$ cat config.mk
export PLATFORM = sky130hd
export DESIGN_NAME = pk_cmd_loader
export DESIGN_NICKNAME = d
export VERILOG_FILES = /design/src/rtl/pk_pkg.sv /design/src/rtl/pk_serializer.sv /design/src/rtl/pk_cmd_loader.sv
export SDC_FILE = /design/constraint.sdc
export NUM_CORES = 1
export LEC_CHECK = 0
export BUFFER_PORTS_ARGS = -buffer_cell sky130_fd_sc_hd__buf_2
export CORE_ASPECT_RATIO = 0.5
export CORE_UTILIZATION = 58
export DETAILED_ROUTE_END_ITERATION = 8
export HOLD_SLACK_MARGIN = 0.02
export PLACE_DENSITY = 0.89
export SLEW_MARGIN = 20
export SYNTH_ARGS = -nofsm -noshare
export SYNTH_HDL_FRONTEND = slang
export SYNTH_HIERARCHICAL = 1
export SYNTH_SLANG_ARGS = --single-unit
$ cat constraint.sdc
create_clock -name clk -period 34 [get_ports clk]
set_clock_uncertainty 0.1 [all_clocks]
set_input_delay 3.4 -clock clk [delete_from_list [all_inputs] [get_ports clk]]
set_output_delay 3.4 -clock clk [all_outputs]
set_load 0.05 [all_outputs]
$ cat src/rtl/pk_pkg.sv
// pk_pkg: shared constants and state encoding for the password-engine command loader
package pk_pkg;
  localparam int KEY_BYTES   = 16;
  localparam int FIELD_BYTES = 16;
  localparam int CMD_BYTES   = 49;
  localparam int RES_BYTES   = 16;
  typedef enum logic [1:0] {LOAD, START, WAIT, SEND} state_t;
endpackage

$ cat src/rtl/pk_serializer.sv
// pk_serializer: streams a 128-bit word MSB-byte first over an 8-bit valid/ready link
module pk_serializer
  import pk_pkg::*;
(
  input  logic         clk,
  input  logic         rst,
  input  logic         load_i,
  input  logic [127:0] data_i,
  output logic [7:0]   out_data_o,
  output logic         out_valid_o,
  input  logic         out_ready_i,
  output logic         last_o
);
  logic [127:0] sh_q, sh_d;
  logic [3:0]   cnt_q, cnt_d;
  logic         vld_q, vld_d;
  logic         fire;
  always_comb begin
    fire   = vld_q && out_ready_i;
    last_o = fire && cnt_q == 4'(RES_BYTES - 1);
    sh_d   = load_i ? data_i : fire ? {sh_q[119:0], 8'h00} : sh_q;
    cnt_d  = load_i ? 4'd0 : fire ? cnt_q + 4'd1 : cnt_q;
    vld_d  = load_i ? 1'b1 : last_o ? 1'b0 : vld_q;
  end
  always_ff @(posedge clk or posedge rst) begin
    if (rst) begin
      sh_q  <= '0;
      cnt_q <= '0;
      vld_q <= 1'b0;
    end else begin
      sh_q  <= sh_d;
      cnt_q <= cnt_d;
      vld_q <= vld_d;
    end
  end
  assign out_data_o  = sh_q[127:120];
  assign out_valid_o = vld_q;
endmodule

$ cat src/rtl/pk_cmd_loader.sv
// pk_cmd_loader: assembles an engine command from a byte stream, starts the engine,
// and returns its 128-bit result as 16 bytes.
module pk_cmd_loader
  import pk_pkg::*;
#(
  parameter int TIMEOUT_CYCLES = 4096,
  parameter int TCNT_W         = $clog2(TIMEOUT_CYCLES + 1)
) (
  input  logic         clk,
  input  logic         rst,
  input  logic [7:0]   in_data,
  input  logic         in_valid,
  output logic         in_ready,
  output logic [127:0] master_key,
  output logic [127:0] account,
  output logic [127:0] password,
  output logic [3:0]   max_address,
  output logic         go,
  input  logic         done,
  input  logic [127:0] password_enc,
  output logic [7:0]   out_data,
  output logic         out_valid,
  input  logic         out_ready,
  output logic         busy,
  output logic         err_timeout
);
  localparam logic [5:0] ACC_END = 6'(KEY_BYTES + FIELD_BYTES);
  localparam logic [5:0] PW_END  = 6'(KEY_BYTES + 2 * FIELD_BYTES);
  localparam logic [5:0] LAST    = 6'(CMD_BYTES - 1);
  state_t              state_q, state_d;
  logic [5:0]          cnt_q, cnt_d;
  logic [TCNT_W-1:0]   tcnt_q, tcnt_d;
  logic [127:0]        mk_q, mk_d, acc_q, acc_d, pw_q, pw_d;
  logic [3:0]          ma_q, ma_d;
  logic                done_q, err_q, err_d;
  logic                take, rise, expire, ser_last;
  always_comb begin
    take   = state_q == LOAD && in_valid;
    rise   = done && !done_q;
    expire = state_q == WAIT && !rise && tcnt_q == TCNT_W'(TIMEOUT_CYCLES - 1);
    mk_d   = take && cnt_q < 6'(KEY_BYTES) ? {mk_q[119:0], in_data} : mk_q;
    acc_d  = take && cnt_q >= 6'(KEY_BYTES) && cnt_q < ACC_END ? {acc_q[119:0], in_data} : acc_q;
    pw_d   = take && cnt_q >= ACC_END && cnt_q < PW_END ? {pw_q[119:0], in_data} : pw_q;
    ma_d   = take && cnt_q == LAST ? in_data[3:0] : ma_q;
    cnt_d  = !take ? cnt_q : cnt_q == LAST ? 6'd0 : cnt_q + 6'd1;
    tcnt_d = state_q == WAIT ? tcnt_q + TCNT_W'(1) : '0;
    err_d  = err_q || expire;
    state_d = state_q;
    unique case (state_q)
      LOAD:    state_d = take && cnt_q == LAST ? START : LOAD;
      START:   state_d = WAIT;
      WAIT:    state_d = rise ? SEND : expire ? LOAD : WAIT;
      default: state_d = ser_last ? LOAD : SEND;
    endcase
  end
  always_ff @(posedge clk or posedge rst) begin
    if (rst) begin
      state_q <= LOAD;
      cnt_q   <= '0;
      tcnt_q  <= '0;
      mk_q    <= '0;
      acc_q   <= '0;
      pw_q    <= '0;
      ma_q    <= '0;
      done_q  <= 1'b0;
      err_q   <= 1'b0;
    end else begin
      state_q <= state_d;
      cnt_q   <= cnt_d;
      tcnt_q  <= tcnt_d;
      mk_q    <= mk_d;
      acc_q   <= acc_d;
      pw_q    <= pw_d;
      ma_q    <= ma_d;
      done_q  <= done;
      err_q   <= err_d;
    end
  end
  // The serializer's shift register doubles as the captured result register.
  pk_serializer u_ser (
    .clk         (clk),
    .rst         (rst),
    .load_i      (state_q == WAIT && rise),
    .data_i      (password_enc),
    .out_data_o  (out_data),
    .out_valid_o (out_valid),
    .out_ready_i (out_ready),
    .last_o      (ser_last)
  );
  assign in_ready    = state_q == LOAD;
  assign go          = state_q == START;
  assign busy        = state_q != LOAD;
  assign master_key  = mk_q;
  assign account     = acc_q;
  assign password    = pw_q;
  assign max_address = ma_q;
  assign err_timeout = err_q;
endmodule
==> results.sh <==
export IMPL_final_setup_viol_count=0
export IMPL_area_growth_pct=19.8
export IMPL_vdd_drop_max_mv=0.0465
export IMPL_htreeDepth=2
export IMPL_io_pins=542
export IMPL_min_path_type="reg -> reg"
export IMPL_synth_seq_area_share_pct=61.5
export IMPL_cp_slowest_cell="buf_4"
export IMPL_slew_viol_final=0
export IMPL_cap_violations=0
export IMPL_switchingPower_mw=0.629
export IMPL_p_int_mw=1.25
export IMPL_rsz0062_at_grt="false"
export IMPL_max_freq_ghz=0.180
export IMPL_core_mm2=0.0375
export IMPL_synth_top_area_share_pct=61.5
export IMPL_dp_cells=2476
export IMPL_status="complete, no violations"
export IMPL_wl_per_cell_um=20.0
export IMPL_grt_pass1_vias=14100
export IMPL_synth_area_leaders="dfrtp_1, mux2_2, mux2_4"
export IMPL_grt_pass1_wl_mm=79.9
export IMPL_whs_ps=393
export IMPL_drc=0
export IMPL_synth_cell_type_count=35
export IMPL_synth_seq_cells=544
export IMPL_path_clk_slew_ps=70
export IMPL_multi_input_area_mm2=0.00775
export IMPL_clock_sinks=544
export IMPL_seq_area_mm2=0.0136
export IMPL_fin_nets=2178
export IMPL_clk_latency_ps=550
export IMPL_cellPowerDensity_mw_per_mm2=70.7
export IMPL_cts_root_buf="clkbuf_16"
export IMPL_period_minus_slack_ps=5550
export IMPL_layout_setup_ws_ps=28450
export IMPL_path_cells="buf_2 > nand2_2 > or3_4 > buf_4 > mux2_4"
export IMPL_place_gp_congestion=0.818
export IMPL_power_frac_seq_pct=44.9
export IMPL_dieWidth_um=278
export IMPL_dp_slack_ps=27900
export IMPL_max_stage_delay_ps=1010
export IMPL_fin_crit_sh_pct=16.3
export IMPL_synth_cell_area_mm2=0.0221
export IMPL_cts_tree="yes"
export IMPL_viasPerCell=5.43
export IMPL_crit_path_max_fanout=65
export IMPL_arrival_ps=5870
export IMPL_dp_hpwl_mm=35.8
export IMPL_swShare_pct=33.5
export IMPL_syn_avg_cell_area_um2=14.5
export IMPL_grt_ovfl_total=0
export IMPL_final_util_pct=70.8
export IMPL_slew_headroom_pct=24.4
export IMPL_synth_warnings=6
export IMPL_numCtsBuffers=47
export IMPL_grt_antenna_before_repair=1
export IMPL_grt_max_degree=263
export IMPL_ant_nets=0
export IMPL_gr_usage_all_layers_pct=26.0
export IMPL_hold_viol=0
export IMPL_drt_pass1_iterations=5
export IMPL_tns_ps=0
export IMPL_endpoint_kind="register"
export IMPL_start_util_pct=59.1
export IMPL_cp_required_ps=34320
export IMPL_p_leak_nw=14.7
export IMPL_first_iter_violations=757
export IMPL_ctsLongestPathBuffers=3
export IMPL_die_area_mm2=0.0390
export IMPL_max_slew_worst_pin_slew_ps=1130
export IMPL_cts_hold_buf=0
export IMPL_netlist_instances=1524
export IMPL_portBuffers=541
export IMPL_die_h_um=140
export IMPL_stdcell_count=2562
export IMPL_yosys_area_top_type="dfrtp_1"
export IMPL_pwr_share_clk_pct=30.5
export IMPL_syn_nets=1669
export IMPL_floorplan_rows=50
export IMPL_postCtsSetupBuffers=0
export IMPL_routed_wl_mm=51.3
export IMPL_p_comb_share_pct=24.6
export IMPL_via_count=13900
export IMPL_startpoint_type="input port"
export IMPL_fill_cells=2503
export IMPL_cts_resized=0
export IMPL_drive_gt1_share_pct=49.6
export IMPL_crit_type="in -> reg"
## state kept, by name, indices dropped and copies added (netlist names)
signal	count
account	128
cnt_q	6
done_q	1
err_timeout	1
master_key	128
max_address	4
password	128
state_q	2
tcnt_q	13
u_ser/cnt_q	4
u_ser/out_valid_o	1
u_ser/sh_q	128
## cells in the mapped netlist, drive strengths merged
master / n
nor2: 18
nand3: 11
ha: 4
mux2i: 120
nand2: 152
xnor2: 9
dfrtp: 544
o21ai: 136
or3: 8
nand4: 6
nand2b: 2
nor4: 1
a21o: 1
mux2: 388
o21bai: 1
clkbuf: 23
nand3b: 1
nor2b: 2
buf: 72
inv: 9
a21oi: 6
xor2: 2
nor3b: 1
a22o: 1
and2: 2
nor3: 4
## cells in the final DEF, fill, tap and decap left out, types with 2 or more instances in the layout
cell / netlist / routed
dfrtp_1: 544 / 544
buf_2: 22 / 541
mux2_2: 286 / 286
nand2_1: 151 / 150
o21ai_1: 129 / 129
mux2i_1: 120 / 120
mux2_4: 102 / 102
clkbuf_16: 0 / 49
nor2_1: 17 / 16
clkbuf_1: 23 / 12
nand3_1: 11 / 10
xnor2_1: 9 / 9
buf_4: 21 / 9
bufinv_16: 0 / 8
o21ai_0: 7 / 7
or3_1: 7 / 7
inv_1: 9 / 7
nand4_1: 6 / 6
a21oi_1: 6 / 6
clkbuf_8: 0 / 6
clkinv_2: 0 / 5
ha_1: 4 / 4
nor3_1: 4 / 3
buf_12: 10 / 3
nor2_4: 1 / 2
nor2b_1: 2 / 2
nand2b_1: 2 / 2
xor2_1: 2 / 2
clkinvlp_4: 0 / 2
buf_6: 16 / 2
## final cells by class
class                   instances  share of cell area, %
flip-flops and latches        544                   51.3
inverters                       9                  0.165
diodes                          1                0.00943
well taps                     494                   2.33
clock inverters                16                   1.09
clock buffers                  67                   5.10
multi-input cells             876                   29.2
repair buffers                555                   10.8
## logic make-up after synthesis
logic type               count (synthesis)  synth area share (%)
AO/OA/AOI/OAI                          145                  3.32
XOR/XNOR                                11                 0.435
adder cells (fa/ha/maj)                  4                 0.226
buffers and inverters                  104                  3.67
flip-flops                             544                  61.5
multiplexers                           508                  26.9
AND/OR/NAND/NOR                        208                  3.97
## worst max-delay path: cells and delay by family
kind / cells / cell delay (ps)
mux: 1 / 360
simple gates: 2 / 930
buf+inv: 2 / 1120
## metrics by stage
stage	area [um^2]	power, mW
floorplan	22100	1.20
global placement	24800	1.29
detailed placement	24800	1.31
CTS	26500	1.89
global route	26500	1.95
finish	26500	1.88
## power by group through the flow
| stage | Combinational (mW) | Clock [mW] | Sequential (mW) |
|---|---|---|---|
| 2_1_floorplan | 0.236 | 0 | 0.964 |
| 3_3_place_gp | 0.449 | 0 | 0.843 |
| 3_5_place_dp | 0.462 | 0 | 0.852 |
| 4_1_cts | 0.465 | 0.582 | 0.842 |
| 5_1_grt | 0.492 | 0.606 | 0.854 |
| 6_report | 0.462 | 0.571 | 0.842 |
## metal layers
layer	GRT usage (%)	vias up	routed length, um
met5	0	-	0
met4	9.62	0	1860
met3	5.20	131	2320
met2	46.3	400	26800
met1	31.6	7043	20300
li1	-	6340	-
## path summary, 6_finish.rpt
path | startpoint | to | slack, ps | cells past startpoint
max | in_valid | password[105]$_DFFE_PP0P_ | 28450 | 5
min | err_timeout$_DFF_PP0_ | err_timeout$_DFF_PP0_ | 390 | 1
max reg2reg | state_q[1]$_DFF_PP0_ | password[105]$_DFFE_PP0P_ | 30820 | 5
min reg2reg | err_timeout$_DFF_PP0_ | err_timeout$_DFF_PP0_ | 390 | 1
max in group asynchronous | rst | password[89]$_DFFE_PP0P_ | 28730 | 5
min in group asynchronous | rst | u_ser/sh_q[112]$_DFFE_PP0P_ | 2900 | 2
Power figures use the tool's default switching activity.
